===== config.mk =====
export PLATFORM = sky130hd
export DESIGN_NAME = seq_carry_increment_adder
export DESIGN_NICKNAME = d
export VERILOG_FILES = /design/src/rtl/seq_carry_increment_adder.sv
export SDC_FILE = /design/constraint.sdc
export NUM_CORES = 1
export LEC_CHECK = 0
export ABC_AREA = 1
export CAP_MARGIN = 10
export CORE_MARGIN = 10
export CORE_UTILIZATION = 30
export DETAILED_ROUTE_END_ITERATION = 10
export DONT_BUFFER_PORTS = 1
export HOLD_SLACK_MARGIN = 0.12
export PLACE_DENSITY_LB_ADDON = 0.25
export SLEW_MARGIN = 20
export SYNTH_ARGS = -nofsm -noshare
export SYNTH_HDL_FRONTEND = slang
export SYNTH_SLANG_ARGS = --single-unit

===== constraint.sdc =====
create_clock -name clk -period 3.3 [get_ports clk]
set_input_delay 0.66 -clock clk [delete_from_list [all_inputs] [get_ports clk]]
set_output_delay 0.66 -clock clk [all_outputs]
set_load 0.02 [all_outputs]

===== src/rtl/seq_carry_increment_adder.sv =====
`timescale 1ns/1ps
// Multi-cycle carry-increment adder: one BLOCK-bit slice per clock, both slice
// sums precomputed and the running carry selects between them.
module seq_carry_increment_adder #(
    parameter int WIDTH = 32,
    parameter int BLOCK = 4
) (
    input  logic             clk,
    input  logic             rst,
    input  logic             start,
    input  logic [WIDTH-1:0] a,
    input  logic [WIDTH-1:0] b,
    input  logic             Cin,
    output logic             busy,
    output logic             done,
    output logic [WIDTH-1:0] sum,
    output logic             Cout,
    output logic             of
);
    localparam int NSLICE = WIDTH / BLOCK;
    localparam int CW     = (NSLICE > 1) ? $clog2(NSLICE) : 1;
    localparam logic [CW-1:0] LAST = CW'(NSLICE - 1);

    typedef enum logic [1:0] {
        IDLE,
        RUN,
        DONE
    } state_t;

    state_t state_reg, state_next;

    logic [WIDTH-1:0] a_reg, b_reg, sum_reg;
    logic [CW-1:0]    cnt_reg;
    logic             carry_reg, cout_reg, of_reg;

    logic [BLOCK-1:0] a_slice [NSLICE];
    logic [BLOCK-1:0] b_slice [NSLICE];

    generate
        for (genvar gi = 0; gi < NSLICE; gi++) begin : g_slice
            assign a_slice[gi] = a_reg[gi*BLOCK +: BLOCK];
            assign b_slice[gi] = b_reg[gi*BLOCK +: BLOCK];
        end
    endgenerate

    logic [BLOCK-1:0] cur_a, cur_b;
    logic [BLOCK:0]   s0, s1, sel;
    logic             msb_cin;
    logic             accept;

    always_comb begin
        cur_a   = a_slice[cnt_reg];
        cur_b   = b_slice[cnt_reg];
        s0      = {1'b0, cur_a} + {1'b0, cur_b};
        s1      = s0 + (BLOCK+1)'(1);
        sel     = carry_reg ? s1 : s0;
        // Carry into the slice MSB recovered from its sum bit; only used on the last slice.
        msb_cin = sel[BLOCK-1] ^ cur_a[BLOCK-1] ^ cur_b[BLOCK-1];
    end

    assign accept = start && ((state_reg == IDLE) || (state_reg == DONE));

    always_ff @(posedge clk or posedge rst) begin
        if (rst) begin
            state_reg <= IDLE;
        end else begin
            state_reg <= state_next;
        end
    end

    always_comb begin
        state_next = state_reg;
        busy       = 1'b0;
        done       = 1'b0;
        case (state_reg)
            IDLE: begin
                if (start) state_next = RUN;
            end
            RUN: begin
                busy = 1'b1;
                if (cnt_reg == LAST) state_next = DONE;
            end
            DONE: begin
                done       = 1'b1;
                state_next = start ? RUN : IDLE;
            end
            default: state_next = IDLE;
        endcase
    end

    always_ff @(posedge clk or posedge rst) begin
        if (rst) begin
            a_reg     <= '0;
            b_reg     <= '0;
            sum_reg   <= '0;
            cnt_reg   <= '0;
            carry_reg <= 1'b0;
            cout_reg  <= 1'b0;
            of_reg    <= 1'b0;
        end else if (accept) begin
            a_reg     <= a;
            b_reg     <= b;
            carry_reg <= Cin;
            cnt_reg   <= '0;
            sum_reg   <= '0;
        end else if (state_reg == RUN) begin
            for (int k = 0; k < NSLICE; k++) begin
                if (cnt_reg == CW'(k)) sum_reg[k*BLOCK +: BLOCK] <= sel[BLOCK-1:0];
            end
            carry_reg <= sel[BLOCK];
            if (cnt_reg == LAST) begin
                cout_reg <= sel[BLOCK];
                of_reg   <= msb_cin ^ sel[BLOCK];
            end else begin
                cnt_reg <= cnt_reg + 1'b1;
            end
        end
    end

    assign sum  = sum_reg;
    assign Cout = cout_reg;
    assign of   = of_reg;

endmodule


Yosys cells after proc, flatten, opt, wreduce, memory -nomap -nowiden
Index checks and enable logic that the tools add are counted.
{ "totals": {"reg_bits": 104, "latchBits": 0, "ramBits": 0, "rom_bits": 0, "input_bits": 68, "output_inout_bits": 36, "wordCells": 88, "mem_count": 0} }
{ "op_classes": {"n_addsub": 3, "n_mul": 0, "div_mod_pow": 0, "magnitude_cmp": 1, "eq_ne": 12, "n_shift": 0, "mux": 28, "n_bitwise": 5, "reduce_logical": 24} }
{ "op_table": {"columns": ["cell", "n"], "rows": [
  ["32-bit 2-to-1 mux", 2],
  ["4-bit 2-to-1 mux", 12],
  ["4-bit binary-select mux with 3-bit select", 2],
  ["2-bit AND reduction", 10],
  ["2-bit nonzero test", 9],
  ["3-bit == test (second input constant)", 4],
  ["3-bit 2-to-1 mux", 3],
  ["3-bit by 2-bit == test with 1-bit output (second input constant)", 2],
  ["2-bit inequality test (second input constant)", 3],
  ["2-bit case mux with 3 select lines", 1],
  ["4-bit by 4-bit adder with 5-bit output", 1],
  ["5-bit by 1-bit adder with 5-bit output (second input constant)", 1],
  ["1-bit 2-to-1 mux", 5],
  ["5-bit 2-to-1 mux", 1],
  ["4-bit >= comparator (second input constant)", 1],
  ["2-bit 2-to-1 mux", 2],
  ["3-bit NOT with 4-bit output", 1],
  ["3-bit by 1-bit adder with 3-bit output (second input constant)", 1],
  ["3-bit by 1-bit == test with 1-bit output (second input constant)", 1],
  ["3-bit zero test", 1],
  ["3-bit AND reduction", 1],
  ["1-bit XOR", 3],
  ["2-bit by 1-bit == test with 1-bit output (second input constant)", 1],
  ["2-bit == test (second input constant)", 1],
  ["4 further kinds", 4]
]} }

Depth between registers and ports, before layout
Gate-level depths: netlist (run 1).
{ "depth": {"word_depth": 10, "depth_mapped": 23, "depth_no_buf": 21} }

Least setup slack after synthesis (run 1)
OpenSTA, ideal clock, no wires.
{ "synth_timing": {"path_type": "flip-flop to flip-flop", "start": "register cnt_reg[0]", "end": "register of_reg (netlist: of)", "setup_ps": 117, "t_arrival_ps": 2786, "required_time_ps": 3183, "path_slack_ps": 397, "stages_incl_launch_ff": 22, "path_buffers": 3, "synth_period_minus_slack_ps": 2903, "cell_sequence": "dfrtp_1 > buf_6 > buf_6 > buf_6 > a21oi_1 > o21ai_0 > a31oi_1 > ha_1 > inv_1 > fa_1 > inv_1 > ha_1 > nand2_1 > nor2_4 > nand3_1 > nand2_1 > nand2_1 > nand2_2 > nand2_1 > nand2_1 > nand3_1 > nand2_1"} }
{ "synth_via": {"elab_chain_len": 10, "word_cells_on_any_way": 15, "classes_between": "2 x add/sub; 1 x eq/ne; 7 x mux; 4 x bitwise; 1 x reduce/logical"} }
{ "synth_lines": {"columns": ["item", "line", "rtl"], "rows": [
  ["start: declaration", "33", "logic [CW-1:0] cnt_reg;"],
  ["start signal: assignment", "115", "cnt_reg <= cnt_reg + 1'b1;"],
  ["3-bit NOT with 4-bit output (implied by the code)", "52, 53", null],
  ["4-bit binary-select mux with 3-bit select (on tied branches)", "52, 53", null],
  ["4-bit 2-to-1 mux (on tied branches) (2 in a row)", "52, 53", null],
  ["4-bit by 4-bit adder with 5-bit output", "54", "s0 = {1'b0, cur_a} + {1'b0, cur_b};"],
  ["5-bit by 1-bit adder with 5-bit output", "55", "s1 = s0 + (BLOCK+1)'(1);"],
  ["5-bit 2-to-1 mux", "56", "sel = carry_reg ? s1 : s0;"],
  ["1-bit XOR (2 in a row)", "58", "msb_cin = sel[BLOCK-1] ^ cur_a[BLOCK-1] ^ cur_b[BLOCK-1];"],
  ["1-bit XOR", "113", "of_reg <= msb_cin ^ sel[BLOCK];"],
  ["end signal: assignment", "113", null],
  ["end: declaration", "34", "logic carry_reg, cout_reg, of_reg;"]
]} }
Several ways; a longest one is shown, not always the timed one. The select of a mux whose other input is x is not followed.
A chain may end at the register's enable or synchronous reset.

Final worst setup path (run 1)
Ends and elaborated chain as after synthesis.

==> summary.md, run 1 <==
| Metric | Value |
|---|---|
| Unrepaired setup endpoints after global routing | no |
| Vias in the first global route | 4017 |
| Final setup TNS | 0 ns |
| Remaining antenna violation count | 0 |
| Diode count | 0 |
| F_max | 0.333 GHz |
| Avg Inst Size Synth | 8.17 sq um |
| Clock Path Buffers | 2 |
| GR Overflow Total | 0 |
| Clock Pin Slew Worst Setup and Hold Paths | 0.08 ns |
| Final hold vios | 0 |
| Setup CP Type | reg2reg |
| Die H | 149 um |
| I/O Buffers | 0 |
| Worst Skew | 0.0108 ns |
| DRT iter0 DRCs | 239 |
| WP data arrival | 3.25 ns |
| H-Tree Depth | 3 |
| Top cell type's share of synthesized area | 52.1% |
| Max_cap viols | 0 |
| Initial antenna violation count | 0 |
| Status | finished clean |
| Ys Warns | 0 |
| Crit. End Element | flop |
| CTS Buf Count | 9 |
| Hold crit path type | in2async |
| First-pass GRT wire length | 21400 um |
| Worst r2r path cells | 20 |
| Setup Buffers After CTS | 0 |
| Startpoint Class | flop |
| Area growth, synth to finish | 10.9% |
| Top-count cell post-synth | nand2_1 |
| Most used DFF post-synth | dfrtp_1 |
| Syn Inst Count | 611 |
| P per Cell Area | 1320 mW/mm^2 |
| Synthesized cell area | 0.00499 sq mm |
| Area of the core | 0.0165 sq mm |
| Maximum VDD drop | 0.000623 V |
| DP Worst Slack | 0.285 ns |
| Die Width | 149 um |
| Via count | 3879 |
| Worst slew pin tran | 0.740 ns |
| Final slew viol count | 0 |
| Die area | 0.0222 sq mm |
| Final setup fails | 0 |
| Leakage power | 2.72 nW |
| Io pins | 104 |
| Dpl cells | 818 |
| Placed cell areas | 0.00523 sq mm |
| CP max-delay cell | fa_1 |
| Gpl congestion | 0.759 |
| Drt drc | 0 |
| WL/cell | 15.7 um |
| Cell Rows | 47 |
| Total Wirelength | 13100 um |
| Clock root cell | clkbuf_16 |
| Post-synth EDFFs | 0 |
| Crit-path most repeated cell | nand2_1 |
| Met3 Track Usage GR | 6.16% |
| Post-synth ARST share | 100% |
| Met1 global-route usage | 15.1% |
| Crit-path max cell delay | 0.50 ns |
| Starting Density | 30.3% |
| Critical Path Fanout Max | 26 |
| Global-route usage over all layers | 12.1% |
| Leading area contributor after synthesis | dfrtp_1 |
| Share of layout cells above drive strength 1 | 9.12% |
| Main area contributors after synthesis | dfrtp_1 (52%), nand2_1 (18%), o21ai_0 (7.2%), inv_1 (3.4%), ha_1 (2.8%) |
| Syn_nets | 691 |
| Top cells by count, synth | nand2_1 (233), dfrtp_1 (104), o21ai_0 (72) |
| Min Tclk post-route | 3.00 ns |
| Drt pass-1 iters | 4 |
| Clk_lat worst skew | 0.36 ns |
| Largest net degree at the start of global routing | 76 |
| Library cells used by synthesis | 30 |
| Critical-path cell list | buf_6, o21ai_0, o22ai_1, nor2_1, a31oi_1, ha_1, inv_1, fa_1, inv_1, ha_1, nand2_1, nor2_4, nand3_1, nand2_1, nand2_1, nand2_2, nand2_1, nand2_1, nand3_1, nand2_1 |
| Grt peak-use layer | met2 |
| Dpl hpwl | 9850 um |
| # clock sinks | 104 |
| M2 GR Usage | 18.2% |
| Fin nets | 689 |
| CTS tree | yes |
| Final WS setup | 0.297 ns |
| Post-route cell area | 0.00553 sq mm |
| Slew HR | 50.5% |
| Post-route insts no fill | 834 |
| Data required time of the critical path | 3.55 ns |
| Seq cells post-synth | 104 |
| Period Utilization, post-route | 91.0% |
| Vias per Instance | 4.65 |
| Sequential share of the synthesized area | 52.1% |
[metrics by stage]
step,util (%),hold WS [ns],power [mW]
2_1_floorplan,-,0.444,5.27
3_3_place_gp,31.8,0.465,6.19
3_5_place_dp,31.8,0.467,6.31
4_1_cts,33.6,0.305,7.41
5_1_grt,33.6,0.346,8.09
6_report,33.6,0.287,7.29
[area by class of cell]
class / count / area, sq um
clock inverter: 5 / 45.0
clock buffer: 11 / 253
tap: 220 / 275
fill: 1781 / 10900
timing repair buffer: 14 / 121
sequential: 104 / 2600
multi-input combinational: 429 / 2040
inverter: 51 / 196
[cells in the final DEF, fill, tap and decap left out, drive strengths merged]
master and instances:
nand2 238, clkinvlp 2, clkinv 2, nand3 26, o311ai 1, ha 11, nor3 1, dfrtp 104
a21oi 10, inv 52, nor2 37, o22ai 6, clkbuf 11, o21ai 86, fa 1, a31oi 9
buf 14, o211ai 2, o21bai 1
[power breakdown]
group	total [mW]	switching [mW]	internal [mW]	leakage, nW
logic	3.74	2.49	1.25	1.28
clock network	1.06	0.495	0.565	0.145
registers	2.49	0.604	1.89	1.30
total	7.29	3.59	3.71	2.72
[per-layer routing]
metal  vias up  share of wire [%]
li1       1947                  -
met1      1806                 44
met2       114                 44
met3        12                 10
met4         0                1.5
met5         -                  0
[worst max-delay path: cells and delay by family, from the launching register on]
kind            cells  cell delay, ns
compound gates      3            0.46
simple gates       11            0.79
buf+inv             3            0.33
fa+ha+maj           3            0.91
flops               1            0.41
[repair_timing]
item,4_1_cts,5_1_grt
endpoints found under the hold margin,0,0
hold buffers,0,0
setup endpoints to repair,0,1
gates resized for setup,0,1
[cell families (layout without fill, tap and decap cells)]
kind of cell	Yosys count	in the layout	synth area share, %
fa+ha+maj	12	12	3.16
flops	104	104	52.1
compound gates	115	115	13.3
buf+inv	78	81	6.99
simple gates	302	302	24.4
[path summary, 6_finish.rpt]
kind / end / slack, ns / start
hold / removal: a_reg[6] / 0.29 / rst
min in group clk: b_reg[22] / 0.41 / b[22]
hold reg to reg: b_reg[26] / 0.48 / b_reg[26]
setup reg to reg: of / 0.30 / cnt_reg[0]
setup / recovery: of / 0.30 / cnt_reg[0]
max in group asynchronous: cnt_reg[1] / 2.20 / rst
(Power assumes the default switching activity.)
==> run 2: changes to the inputs <==
--- a/config.mk
+++ b/config.mk
@@ -8,7 +8,7 @@
 export ABC_AREA = 1
 export CAP_MARGIN = 10
 export CORE_MARGIN = 10
-export CORE_UTILIZATION = 30
+export CORE_UTILIZATION = 40
 export DETAILED_ROUTE_END_ITERATION = 10
 export DONT_BUFFER_PORTS = 1
 export HOLD_SLACK_MARGIN = 0.12
==> run 2 against run 1 <==
Net effect:
- clock-buffer cell count did not move
- critical path depth did not move
- routed wire length fell by 6.9%
- clock skew fell by 0.0048 ns
- final area fell by 1.2%
- utilization rose by 12 points
- global-route usage rose by 2.5 points
- flip-flop and latch count did not move
- clock power barely moved
- first-iteration DRC count rose by 4.2%
- sequential share of layout area rose by 0.57 points
- critical path type unchanged
- largest cell class unchanged
- largest power group unchanged
==> summary.md, run 2 (same netlist as run 1, synthesis figures left out) <==
| Metric | Value |
|---|---|
| Psw | 3.52 mW |
| Slew HR | 37.9% |
| Initial antenna violation count | 0 |
| Clk pwr share | 14.6% |
| Final WS setup | 0.266 ns |
| Sequential share of power | 34.2% |
| # clock sinks | 104 |
| Diode count | 0 |
| DP Worst Slack | 0.169 ns |
| GR Overflow Total | 0 |
| Clock Pin Slew Worst Setup and Hold Paths | 0.07 ns |
| Share of layout cells above drive strength 1 | 8.99% |
| Area of the core | 0.0121 sq mm |
| Leakage power | 2.72 nW |
| Dpl cells | 765 |
| Die H | 132 um |
| Fin nets | 688 |
| P per Cell Area | 1330 mW/mm^2 |
| I/O Buffers | 0 |
| Fin util | 45.2% |
| Critical Path Fanout Max | 24 |
| CTS Buf Count | 9 |
| Setup CP Type | reg2reg |
| Clock root cell | clkbuf_16 |
| Hold crit path type | in2async |
| WL/cell | 15.6 um |
| Drt drc | 0 |
| Die area | 0.0173 sq mm |
| Most frequent cells in the layout | nand2_1 (233), dfrtp_1 (103), o21ai_0 (72) |
| CP startpoint | cnt_reg[1] |
| Critical-path cell list | buf_8, o21ai_0, o22ai_1, nor2_1, a31oi_1, ha_1, inv_1, fa_1, inv_1, ha_1, nand2_1, nor2_4, nand3_1, nand2_1, nand2_1, nand2_2, nand2_1, nand2_1, nand3_1, nand2_1 |
| Final setup TNS | 0 ns |
| Total Wirelength | 12200 um |
| Multi-input logic area | 0.00204 sq mm |
| Crit Reg-Reg Startpoint | cnt_reg[1] |
| Crit. End Element | flop |
| Max_cap viols | 0 |
| Worst r2r path cells | 20 |
| Worst slew pin tran | 0.930 ns |
| Cell Rows | 40 |
| Vias in the first global route | 4070 |
| Sequential Area | 0.00260 sq mm |
| DR top layer | met4 |
| Metal-1 WL | 5430 um |
| Switching part of the total | 48.4% |
| CP max-delay cell | fa_1 |
| Unrepaired setup endpoints after global routing | no |
| Drt pass-1 iters | 4 |
| Final Hold Slack | 0.369 ns |
| Flop2flop setup slack | 0.27 ns |
| Crit-path most repeated cell | nand2_1 |
| CTS tree | yes |
| Via count | 3854 |
| Internal Dissipation | 3.75 mW |
| Data required time of the critical path | 3.54 ns |
| Global-route usage over all layers | 14.6% |
| Clock Path Buffers | 2 |
| Startpoint Class | flop |
| Maximum VDD drop | 0.000447 V |
| F_max | 0.330 GHz |
| DRT iter0 DRCs | 249 |
| Dpl hpwl | 9020 um |
| Most common cell after layout, fill and taps aside | nand2_1 |
| Min Tclk post-route | 3.03 ns |
| Worst Skew | 0.00601 ns |
| WP data arrival | 3.27 ns |
| Vias per Instance | 4.94 |
| Status | finished clean |
| First-pass GRT wire length | 20800 um |
| Io pins | 104 |
| Final slew viol count | 0 |
| Crit-path max cell delay | 0.50 ns |
| Final setup fails | 0 |
| Final hold vios | 0 |
| Starting Density | 41.2% |
| Comb pwr share | 51.3% |
| R2R Path End | of |
| Remaining antenna violation count | 0 |
| Met3 WL | 1040 um |
| Clk_lat worst skew | 0.35 ns |
| Period Utilization, post-route | 92.0% |
| Largest net degree at the start of global routing | 51 |
| Gpl congestion | 0.772 |
| Fillers | 1228 |
| Die Width | 132 um |
| Met2 Routed Length | 5600 um |
| Area growth, synth to finish | 9.57% |
| Post-route insts no fill | 780 |
| H-Tree Depth | 3 |
[run 2: per-layer routing]
metal  up-vias  track usage [%]
met5         -                0
li1       1937                -
met3        10             6.14
met2       109             22.9
met4         0             4.64
met1      1798             17.8
[run 2: power groups by stage]
stage / logic (mW) / clock network (mW) / registers [mW]
after detailed placement: 3.72 / 0 / 2.50
after CTS: 3.75 / 1.08 / 2.48
after global placement: 3.60 / 0 / 2.50
final: 3.73 / 1.06 / 2.48
after floorplan: 2.90 / 0 / 2.37
after global routing: 4.32 / 1.14 / 2.57
[run 2: final cells by class]
cell class	instances	share of cell area, %
Sequential cell	104	47.6
Multi-Input combinational cell	429	37.3
Clock buffer	11	4.44
Tap cell	168	3.84
Inverter	51	3.61
Timing Repair Buffer	13	2.38
Clock inverter	4	0.823
[run 2: timing repair]
action	in CTS	in global routing
gates resized for setup	0	9
setup endpoints to repair	0	7
setup buffers	0	0
hold buffers	0	0
hold endpoints to repair	0	0
[run 2: how the worst max path moves through the flow]
stage	endpoint	slack, ns	cells after the start
final	of	0.27	20
after global routing	of	0.01	19
after CTS	of	0.15	20
after detailed placement	of	0.17	20
after global placement	of	0.32	20
after floorplan	of	0.40	21
[run 2: worst max-delay path, delay by kind of cell, from the launching register on]
family	cells	cell delay, ns
flops	1	0.39
compound gates	3	0.47
buf+inv	3	0.33
fa+ha+maj	3	0.93
simple gates	11	0.79
[run 2: stage by stage]
| step | total power, mW | cell area [sq um] |
|---|---|---|
| after floorplan | 5.27 | 5000 |
| after CTS | 7.31 | 5450 |
| after global routing | 8.03 | 5470 |
| after detailed placement | 6.23 | 5160 |
| after global placement | 6.10 | 5160 |
| final | 7.27 | 5470 |
